$ cat src/rtl/vga_line_fetch_if.sv
// Frame-buffer read port of the VGA line-prefetch stage.
// One word per accepted request; rdata is valid in the cycle ack is high.
interface vga_line_fetch_if #(
  parameter int ADDR_W = 15
) ();
  logic              mem_req;
  logic [ADDR_W-1:0] mem_addr;
  logic              mem_ack;
  logic [5:0]        mem_rdata;

  modport master (
    output mem_req,
    output mem_addr,
    input  mem_ack,
    input  mem_rdata
  );

  modport slave (
    input  mem_req,
    input  mem_addr,
    output mem_ack,
    output mem_rdata
  );
endinterface

$ cat src/rtl/vga_line_fetch.sv
// Prefetches one 200-pixel source row ahead of the beam into a ping-pong line
// buffer and replays it 4x upscaled, aligned with a 2-cycle delayed display enable.
module vga_line_fetch #(
  parameter int H_VISIBLE = 800,
  parameter int H_TOTAL   = 1056,
  parameter int V_VISIBLE = 600,
  parameter int V_TOTAL   = 628,
  parameter int FB_W      = 200,
  parameter int FB_H      = 150,
  parameter int ADDR_W    = 15
) (
  input  logic             clk,
  input  logic             reset,
  input  logic [10:0]      hcount,
  input  logic [9:0]       vcount,
  input  logic             display_on,
  vga_line_fetch_if.master mem,
  output logic [5:0]       pixel_out,
  output logic             display_on_d,
  output logic             underrun
);

  localparam logic [10:0] H_VIS_C  = 11'(H_VISIBLE);
  localparam logic [10:0] H_TOT_C  = 11'(H_TOTAL);
  localparam logic [9:0]  V_VIS_C  = 10'(V_VISIBLE);
  localparam logic [9:0]  V_TOT_C  = 10'(V_TOTAL);
  localparam logic [9:0]  V_LAST_C = 10'(V_TOTAL - 1);
  localparam logic [8:0]  FB_H_C   = 9'(FB_H);
  localparam logic [7:0]  COL_LAST = 8'(FB_W - 1);

  typedef enum logic [0:0] {
    IDLE  = 1'b0,
    FETCH = 1'b1
  } state_t;

  // row*FB_W as shift-and-add (FB_W = 128 + 64 + 8), truncated to the address width
  function automatic logic [ADDR_W-1:0] row_base(input logic [7:0] row);
    logic [ADDR_W-1:0] r;
    r = ADDR_W'(row);
    return (r << 7) + (r << 6) + (r << 3);
  endfunction

  state_t            state_r;
  state_t            state_s;
  logic [7:0]        row_r;
  logic [7:0]        row_s;
  logic [7:0]        col_r;
  logic [7:0]        col_s;
  logic              req_r;
  logic              req_s;
  logic [ADDR_W-1:0] addr_r;
  logic [ADDR_W-1:0] addr_s;
  logic              wr_en_s;
  logic              last_ack_s;

  logic              sel_r;
  logic              done_r;
  logic              underrun_r;

  logic [5:0]        buf0 [FB_W];
  logic [5:0]        buf1 [FB_W];
  logic [7:0]        rd_idx_s;
  logic              rd_en_s;
  logic [5:0]        rd_r;
  logic              don_d1_r;
  logic              don_d2_r;
  logic [5:0]        pixel_r;

  logic              pos_ok_s;
  logic [8:0]        next_row_s;
  logic              t1_s;
  logic              t0_s;
  logic              s1_s;
  logic              s0_s;
  logic              swap_s;
  logic              done_eff_s;

  // Out-of-range counter values never trigger a fetch or a swap
  assign pos_ok_s   = (hcount < H_TOT_C) && (vcount < V_TOT_C);
  assign next_row_s = {1'b0, vcount[9:2]} + 9'd1;

  assign t1_s = pos_ok_s && (hcount == 11'd0) && (vcount < V_VIS_C)
                && (vcount[1:0] == 2'd0) && (next_row_s < FB_H_C);
  assign t0_s = pos_ok_s && (hcount == 11'd0) && (vcount == V_VIS_C);
  assign s1_s = pos_ok_s && (hcount == H_VIS_C) && (vcount < V_VIS_C)
                && (vcount[1:0] == 2'd3) && (next_row_s < FB_H_C);
  assign s0_s = pos_ok_s && (hcount == H_VIS_C) && (vcount == V_LAST_C);

  assign swap_s     = s1_s | s0_s;
  assign done_eff_s = done_r | last_ack_s;

  // Fetch FSM next-state, row/column bookkeeping and next request/address
  always_comb begin
    state_s    = state_r;
    row_s      = row_r;
    col_s      = col_r;
    wr_en_s    = 1'b0;
    last_ack_s = 1'b0;
    case (state_r)
      IDLE: begin
        if (t1_s) begin
          row_s   = next_row_s[7:0];
          col_s   = 8'd0;
          state_s = FETCH;
        end else if (t0_s) begin
          row_s   = 8'd0;
          col_s   = 8'd0;
          state_s = FETCH;
        end else begin
          state_s = IDLE;
        end
      end
      FETCH: begin
        if (mem.mem_ack) begin
          wr_en_s = 1'b1;
          if (col_r == COL_LAST) begin
            last_ack_s = 1'b1;
            state_s    = IDLE;
          end else begin
            col_s = col_r + 8'd1;
          end
        end else begin
          state_s = FETCH;
        end
      end
      default: begin
        state_s = IDLE;
      end
    endcase
    req_s  = (state_s == FETCH);
    addr_s = row_base(row_s) + ADDR_W'(col_s);
  end

  // FSM state and registered memory-port outputs
  always_ff @(posedge clk) begin
    if (reset) begin
      state_r <= IDLE;
      row_r   <= 8'd0;
      col_r   <= 8'd0;
      req_r   <= 1'b0;
      addr_r  <= '0;
    end else begin
      state_r <= state_s;
      row_r   <= row_s;
      col_r   <= col_s;
      req_r   <= req_s;
      if (req_s) begin
        addr_r <= addr_s;
      end
    end
  end

  // Accepted words land in the back buffer (the one not selected for display)
  always_ff @(posedge clk) begin
    if (wr_en_s && !reset) begin
      if (sel_r) begin
        buf0[col_r] <= mem.mem_rdata;
      end else begin
        buf1[col_r] <= mem.mem_rdata;
      end
    end
  end

  // Buffer swap; a final ack coinciding with the swap still counts as done
  always_ff @(posedge clk) begin
    if (reset) begin
      sel_r      <= 1'b0;
      done_r     <= 1'b0;
      underrun_r <= 1'b0;
    end else if (swap_s) begin
      if (!done_eff_s) begin
        underrun_r <= 1'b1;
      end
      sel_r  <= ~sel_r;
      done_r <= 1'b0;
    end else if (last_ack_s) begin
      done_r <= 1'b1;
    end
  end

  assign rd_en_s  = (hcount < H_VIS_C);
  assign rd_idx_s = hcount[9:2];

  // Synchronous line-buffer read from the front buffer (display latency stage 1)
  always_ff @(posedge clk) begin
    if (rd_en_s) begin
      rd_r <= sel_r ? buf1[rd_idx_s] : buf0[rd_idx_s];
    end
  end

  // Enable delay line and blanked output register (display latency stage 2)
  always_ff @(posedge clk) begin
    if (reset) begin
      don_d1_r <= 1'b0;
      don_d2_r <= 1'b0;
      pixel_r  <= 6'd0;
    end else begin
      don_d1_r <= display_on;
      don_d2_r <= don_d1_r;
      pixel_r  <= don_d1_r ? rd_r : 6'd0;
    end
  end

  assign mem.mem_req  = req_r;
  assign mem.mem_addr = addr_r;
  assign pixel_out    = pixel_r;
  assign display_on_d = don_d2_r;
  assign underrun     = underrun_r;

endmodule

$ cat src/flat_wrapper.sv
// flat-port wrapper written by rule: the top's interface ports become plain ports
module vga_line_fetch_flat 
#(
  parameter int H_VISIBLE = 800,
  parameter int H_TOTAL   = 1056,
  parameter int V_VISIBLE = 600,
  parameter int V_TOTAL   = 628,
  parameter int FB_W      = 200,
  parameter int FB_H      = 150,
  parameter int ADDR_W    = 15
)
  (clk, reset, hcount, vcount, display_on, pixel_out, display_on_d, underrun, mem_mem_req, mem_mem_addr, mem_mem_ack, mem_mem_rdata);
  vga_line_fetch_if #(.ADDR_W(ADDR_W)) mem_i ();
  input  logic clk;
  input  logic reset;
  input  logic [10:0] hcount;
  input  logic [9:0] vcount;
  input  logic display_on;
  output logic [5:0] pixel_out;
  output logic display_on_d;
  output logic underrun;
  output wire logic [$bits(mem_i.mem_req)-1:0] mem_mem_req;
  output wire logic [$bits(mem_i.mem_addr)-1:0] mem_mem_addr;
  input wire logic [$bits(mem_i.mem_ack)-1:0] mem_mem_ack;
  input wire logic [$bits(mem_i.mem_rdata)-1:0] mem_mem_rdata;
  assign mem_mem_req = mem_i.mem_req;
  assign mem_mem_addr = mem_i.mem_addr;
  assign mem_i.mem_ack = mem_mem_ack;
  assign mem_i.mem_rdata = mem_mem_rdata;
  vga_line_fetch #(.H_VISIBLE(H_VISIBLE), .H_TOTAL(H_TOTAL), .V_VISIBLE(V_VISIBLE), .V_TOTAL(V_TOTAL), .FB_W(FB_W), .FB_H(FB_H), .ADDR_W(ADDR_W)) u_core (.clk(clk), .reset(reset), .hcount(hcount), .vcount(vcount), .display_on(display_on), .mem(mem_i), .pixel_out(pixel_out), .display_on_d(display_on_d), .underrun(underrun));
endmodule
$ cat config.mk
export PLATFORM = sky130hd
export DESIGN_NAME = vga_line_fetch_flat
export DESIGN_NICKNAME = d
export VERILOG_FILES = /design/src/rtl/vga_line_fetch_if.sv /design/src/rtl/vga_line_fetch.sv /design/src/flat_wrapper.sv
export SDC_FILE = /design/constraint.sdc
export NUM_CORES = 2
export LEC_CHECK = 0
export CAP_MARGIN = 20
export CORE_ASPECT_RATIO = 0.9
export CORE_MARGIN = 5
export CORE_UTILIZATION = 60
export DETAILED_ROUTE_END_ITERATION = 8
export GPL_ROUTABILITY_DRIVEN = 0
export PLACE_DENSITY = 0.85
export REMOVE_ABC_BUFFERS = 1
export SLEW_MARGIN = 20
export SYNTH_ARGS = -nofsm -noshare
export SYNTH_HDL_FRONTEND = slang
export SYNTH_SLANG_ARGS = --single-unit
$ cat constraint.sdc
create_clock -name clk -period 10.85 [get_ports clk]
set_clock_uncertainty 0.2 [all_clocks]
set_input_delay 1.085 -clock clk [delete_from_list [all_inputs] [get_ports clk]]
set_output_delay 1.085 -clock clk [all_outputs]
set_load 0.03 [all_outputs]
== Word-level counts from Yosys, hierarchy flattened ==
Memories as Yosys holds them, arrays and structs flattened.
Index checks and enable logic that the tools add are counted.

* Memories: 2
* Bits of input ports: 31
* Memory bits (writable): 2400
* Output and inout port bits: 24
* Flip-flop bits (word level): 49

* Equal/unequal tests: 5
* $add $sub $neg: 5
* Mux-type cells: 25
* Bitwise gates (word level): 6
* Reduce and logical (&&, ||, !) cells: 18
* Order comparisons: 5

{| class="wikitable"
|+ Memory list
! name !! words !! bits a word !! read ports !! clocked after Yosys merged registers in !! write ports !! RTL line !! text
|-
| u_core.buf0 || 200 || 6 || 1 || 0 || 1 || vga_line_fetch.sv:60 || <nowiki>logic [5:0] buf0 [FB_W];</nowiki>
|-
| u_core.buf1 || 200 || 6 || 1 || 0 || 1 || vga_line_fetch.sv:61 || <nowiki>logic [5:0] buf1 [FB_W];</nowiki>
|}

{| class="wikitable"
|+ Operators with widths
! cell !! number
|-
| $mux W8 || 7
|-
| $eq A10 B10 Y1 const B || 2
|-
| $lt A10 B10 Y1 const B || 2
|-
| $pmux W8 S2 || 1
|-
| $add A15 B11 Y15 || 1
|-
| $add A15 B14 Y15 || 1
|-
| $add A15 B8 Y15 || 1
|-
| $mux W1 || 15
|-
| $logic_and A1 B1 Y1 || 12
|-
| $eq A11 B10 Y1 const B || 1
|-
| $logic_not A11 Y1 || 1
|-
| $lt A11 B10 Y1 const B || 1
|-
| $lt A11 B11 Y1 const B || 1
|-
| $add A8 B1 Y9 const B || 1
|-
| $lt A9 B8 Y1 const B || 1
|-
| $add A8 B1 Y8 const B || 1
|-
| $eq A8 B8 Y1 const B || 1
|-
| $mux W6 || 1
|-
| $not A1 Y1 || 4
|-
| $reduce_or A2 Y1 || 2
|-
| $eq A2 B2 Y1 const B || 1
|-
| $logic_not A2 Y1 || 1
|-
| $or A1 B1 Y1 || 2
|-
| $pmux W1 S2 || 1
|-
| other kinds (2) || 2
|}

== Longest topological paths before layout ==
* Depth after elaboration: 11
* Depth in mapped cells: 23
* Depth with buffers taken out: 23

== Least setup slack after synthesis ==
No wires, ideal clock.

* Kind: input port to flip-flop
* Start point: in vcount[2]
* End point: reg u_core.addr_r[11] (netlist: u_core.mem.mem_addr[11])
* Cell stages on the path: 19
* Path buffers: 1
* Slack: 5.410 ns
* Data required time: 10.580 ns
* Arrival time: 5.170 ns
* Cell sequence: ha_1 -> clkbuf_2 -> inv_1 -> o41a_1 -> o221a_1 -> o31ai_1 -> nand3_1 -> o21ai_0 -> fa_1 -> fa_1 -> ha_1 -> nor2b_1 -> o21ai_0 -> a21oi_1 -> o21ai_0 -> nor2b_1 -> xnor2_1 -> nand2_1 -> a21oi_1

* Longest elaborated chain between the ends: 11
* Elaborated cells on any way between the ends: 23
* Classes of those cells: add/sub (4); order compare (3); eq/ne (1); mux (9); reduce/logical (6)

{| class="wikitable"
|+ RTL lines
! what !! RTL line !! text
|-
| from (decl) || flat_wrapper.sv:17 || <nowiki>input logic [9:0] vcount;</nowiki>
|-
| branches (longest 6 deep; another with $add A8 B1 Y9) || -- ||
|-
| $mux W8 * || vga_line_fetch.sv:101 || <nowiki>if (t1_s) begin</nowiki>
|-
| $mux W8 * || vga_line_fetch.sv:99 || <nowiki>case (state_r)</nowiki>
|-
| named net u_core.row_s[0] || vga_line_fetch.sv:46 || <nowiki>logic [7:0] row_s;</nowiki>
|-
| $add A15 B14 Y15 || vga_line_fetch.sv:40 || <nowiki>return (r << 7) + (r << 6) + (r << 3);</nowiki>
|-
| $add A15 B11 Y15 * || vga_line_fetch.sv:40 ||
|-
| $add A15 B8 Y15 * || vga_line_fetch.sv:131 || <nowiki>addr_s = row_base(row_s) + ADDR_W'(col_s);</nowiki>
|-
| to (signal assigned) || vga_line_fetch.sv:148 || <nowiki>addr_r <= addr_s;</nowiki>
|-
| to (decl) || vga_line_fetch.sv:51 || <nowiki>logic [ADDR_W-1:0] addr_r;</nowiki>
|}

Mark *: on every way through the listed nets, which the timed path passes.
A chain may end at the register's enable or synchronous reset.

== Final worst setup path ==
* Start point: in hcount[4]
* End point: reg u_core.addr_r[11] (netlist: u_core.mem.mem_addr[11])

* Longest elaborated chain between the ends: 11
* Elaborated cells on any way between the ends: 20
* Classes of those cells: add/sub (3); order compare (1); mux (9); reduce/logical (7)

{| class="wikitable"
|+ RTL lines
! what !! RTL line !! text
|-
| from (decl) || flat_wrapper.sv:16 || <nowiki>input logic [10:0] hcount;</nowiki>
|-
| $lt A11 B11 Y1 || vga_line_fetch.sv:79 || <nowiki>assign pos_ok_s = (hcount < H_TOT_C) && (vcount < V_TOT_C);</nowiki>
|-
| $logic_and A1 B1 Y1 || vga_line_fetch.sv:79 ||
|-
| $logic_and A1 B1 Y1 * || vga_line_fetch.sv:82, vga_line_fetch.sv:84 ||
|-
| $logic_and A1 B1 Y1 || vga_line_fetch.sv:82 || <nowiki>assign t1_s = pos_ok_s && (hcount == 11'd0) && (vcount < V_VIS_C)</nowiki>
|-
| $logic_and A1 B1 Y1 (2 in series) || vga_line_fetch.sv:83 || <nowiki>&& (vcount[1:0] == 2'd0) && (next_row_s < FB_H_C);</nowiki>
|-
| $mux W8 * || vga_line_fetch.sv:101 ||
|-
| $mux W8 * || vga_line_fetch.sv:99 ||
|-
| named net u_core.row_s[0] || vga_line_fetch.sv:46 ||
|-
| $add A15 B14 Y15 || vga_line_fetch.sv:40 ||
|-
| $add A15 B11 Y15 * || vga_line_fetch.sv:40 ||
|-
| $add A15 B8 Y15 * || vga_line_fetch.sv:131 ||
|}

The timed path passes the listed nets; every way through them passes the cells marked *.

==> results.cfg <==
[die]
die_x_um = 435
num_rows = 140
die_y_um = 393
io_pins = 55
coreArea_um2 = 162000
start_util = 0.603
die_area_um2 = 171000

[setup_path]
crit_path_start_kind = input pin
required_ns = 11.42
worstReg2RegStart = u_core.col_r[3]
crit_path_max_fanout = 52
arrival_ns = 6.76
crit_type = input pin to flop
startpoint = hcount[4]
cp-end-kind = flop

[clock_tree]
cts_num_sinks = 2449
postCtsSetupRepairBufs = 0
cts_max_level = 4
path_clk_slew_ns = 0.06
cts_tree = built
cts_resized = 0
insertion_delay_ns = 0.85
hold_buffers = 0
cts_made_buffers = 218
cts.path.max_buffers = 3
root_buffer = clkbuf_16

[sta]
slew_headroom = 0.159
whs_ns = 0.252
setup_tns_ns = 0
finalCriticalPeriod_ns = 6.19
min_period_over_period = 0.571
fmax_mhz = 162
worst_slack_ns = 4.66
maxSlewViolCount = 0
worstMarginPinSlew_ns = 1.25
finalHoldViolations = 0
rsz0062_at_grt = no
setup_violations = 0

[synth]
syn_inst = 5034
syn_area_um2 = 97600
yosysWarnings = 0
synth_cell_type_count = 88
synth_seq_cells = 2449
ys.flop_type = edfxtp_1
synthMostInstantiatedCell = edfxtp_1
avgSynthCellArea_um2 = 19.4
synthMuxAreaShare = 0.148
synth_area_leaders = edfxtp_1 (74%), mux4_2 (10%), mux2i_1 (3.9%), nor2_1 (1.8%), dfxtp_1 (0.88%)
synth_xor_area_frac = 0.00153
synth-simple-area-share = 0.0343
synthArstFlopShare = 0
yosys-top-cells-count = edfxtp_1 (2406), nor2_1 (480), mux4_2 (434), mux2i_1 (382), nand2_1 (154)
yosysTopAreaCell = edfxtp_1
synth_compound_area_frac = 0.0383
synth_top_family_by_area = multiplexers
ys_seq_area_frac = 0.749
synth_fa_ha_area_frac = 0.00554
yosys.area.top_type_share = 0.740
synth_edf_count = 2406

[cells_and_area]
final_nets = 5154
layout-area-overhead-vs-synth_pct = 9.06
utilization = 0.658
drive_above_1_share = 0.175

[hold_path]
min_path_type = flop to flop
worstHoldStart = u_core.mem.mem_addr[3]

[detailed_routing]
ant_nets = 0
viasPerCell = 7.21
vias = 53335
wl_per_cell_um = 34.5
drtIter0Drc = 9518
drtPass1Iterations = 9
drc_errors = 7
wl_um = 256000

[place]
port_buffers = 54
dp_slack_ns = 4.01
dpl.hpwl_um = 143000

[power_and_ir_drop]
internal_power_uw = 14800
power_density_nw_per_um2 = 177
clockPowerShare = 0.401
vdd_ir_drop_max_uv = 151
comb_power_share = 0.048
power_frac_seq = 0.551
netSwitchingFraction = 0.215
p_leak_uw = 0.0338
p_switching_uw = 4060

[global_routing]
grt_pass1_wl_um = 367000
overflow = 0
track_usage = 0.297
grt_max_degree = 203
antenna_found_initial = 12
grt_pass1_vias = 52965

[run]
cap_violations = 0

[outcome]
status = finished, violations left
violations = design-rule violations
==> through the flow <==
| step | total power (uW) | instance area [um^2] | std cells |
|---|---|---|---|
| 2_1_floorplan | 11000 | 95500 | 4721 |
| 3_3_place_gp | 11400 | 99500 | 6993 |
| 3_5_place_dp | 11500 | 99500 | 6993 |
| 4_1_cts | 18800 | 106000 | 7392 |
| 5_1_grt | 19300 | 106000 | 7394 |
| 6_report | 18900 | 106000 | 7402 |
==> layout make-up <==
type	instances	area, um^2
Clock buffer	277	5840
Clock inverter	122	1020
Sequential cell	2449	73100
Timing Repair Buffer	143	1310
Inverter	23	92.6
Multi-Input combinational cell	2249	22400
Tap cell	2130	2670
Antenna cell	9	22.5
Fill cell	9723	55400
==> worst max-delay path, stage by stage <==
cell and delay (ns):
clkbuf_8 0.28, nor2_4 0.19, buf_4 0.81, nand3_1 0.33, nor4b_4 0.44, nand3_1 0.28, o21ai_0 0.57, fa_1 0.54
fa_1 0.45, ha_1 0.33, nor2b_1 0.15, o21ai_0 0.23, a21oi_1 0.12, o21ai_0 0.20, nor2b_1 0.20, xnor2_1 0.13
nand2_1 0.07, a21oi_1 0.14
==> layout by cell type, fill, tap and decap left out, types with 48 or more instances in the layout <==
master / Yosys / layout
a21oi_1: 107 / 107
a221oi_1: 74 / 74
a22oi_1: 79 / 79
buf_4: 24 / 84
clkbuf_1: 123 / 48
clkbuf_16: 0 / 223
clkinv_1: 0 / 51
edfxtp_1: 2406 / 2406
mux2i_1: 382 / 382
mux4_2: 434 / 434
nand2_1: 154 / 142
nor2_1: 480 / 478
o21ai_0: 89 / 88
==> power groups by stage <==
stage | combinational, uW | sequential, uW | clock (uW)
after global routing | 936 | 10400 | 8020
after detailed placement | 871 | 10600 | 0
after floorplan | 366 | 10600 | 0
final | 912 | 10400 | 7550
after global placement | 843 | 10600 | 0
after CTS | 885 | 10400 | 7560
==> logic make-up (layout without fill, tap and decap cells) <==
kind of cell               Yosys count  count (layout)
other                                0               9
AOI/OAI and AO/OA                  533             533
and+or+nand+nor                    795             795
DFF                               2449            2449
adders and majority gates           39              39
muxes                              865             865
buffers and inverters              336             565
xor gates and xnor gates            17              17
==> per-layer routing <==
| layer | track usage | up-vias | wire length [um] |
|---|---|---|---|
| li1 | - | 20578 | - |
| met1 | 0.400 | 26688 | 85200 |
| met2 | 0.446 | 5123 | 117000 |
| met3 | 0.0954 | 938 | 38800 |
| met4 | 0.147 | 8 | 14500 |
| met5 | 0 | - | 54 |
==> worst paths after layout <==
kind	cells after the start	to	slack, ns
worst min register to register	2	u_core.mem.mem_addr[3]	0.25
worst min-delay path	2	u_core.mem.mem_addr[3]	0.25
worst max-delay path	18	u_core.mem.mem_addr[11]	4.66
worst max register to register	17	u_core.mem.mem_addr[11]	5.43
==> registers in the layout, summed over array words and instances, names as in the netlist <==
signal and flops:
u_core.row_r 8, u_core.don_d1_r 1, u_core.underrun 1, u_core.col_r 8
u_core.buf0 1200, u_core.rd_r 6, u_core.done_r 1, u_core.sel_r 1
u_core.state_r 1, u_core.display_on_d 1, u_core.buf1 1200, u_core.pixel_out 6
u_core.mem.mem_addr 15
Power figures use the tool's default switching activity.
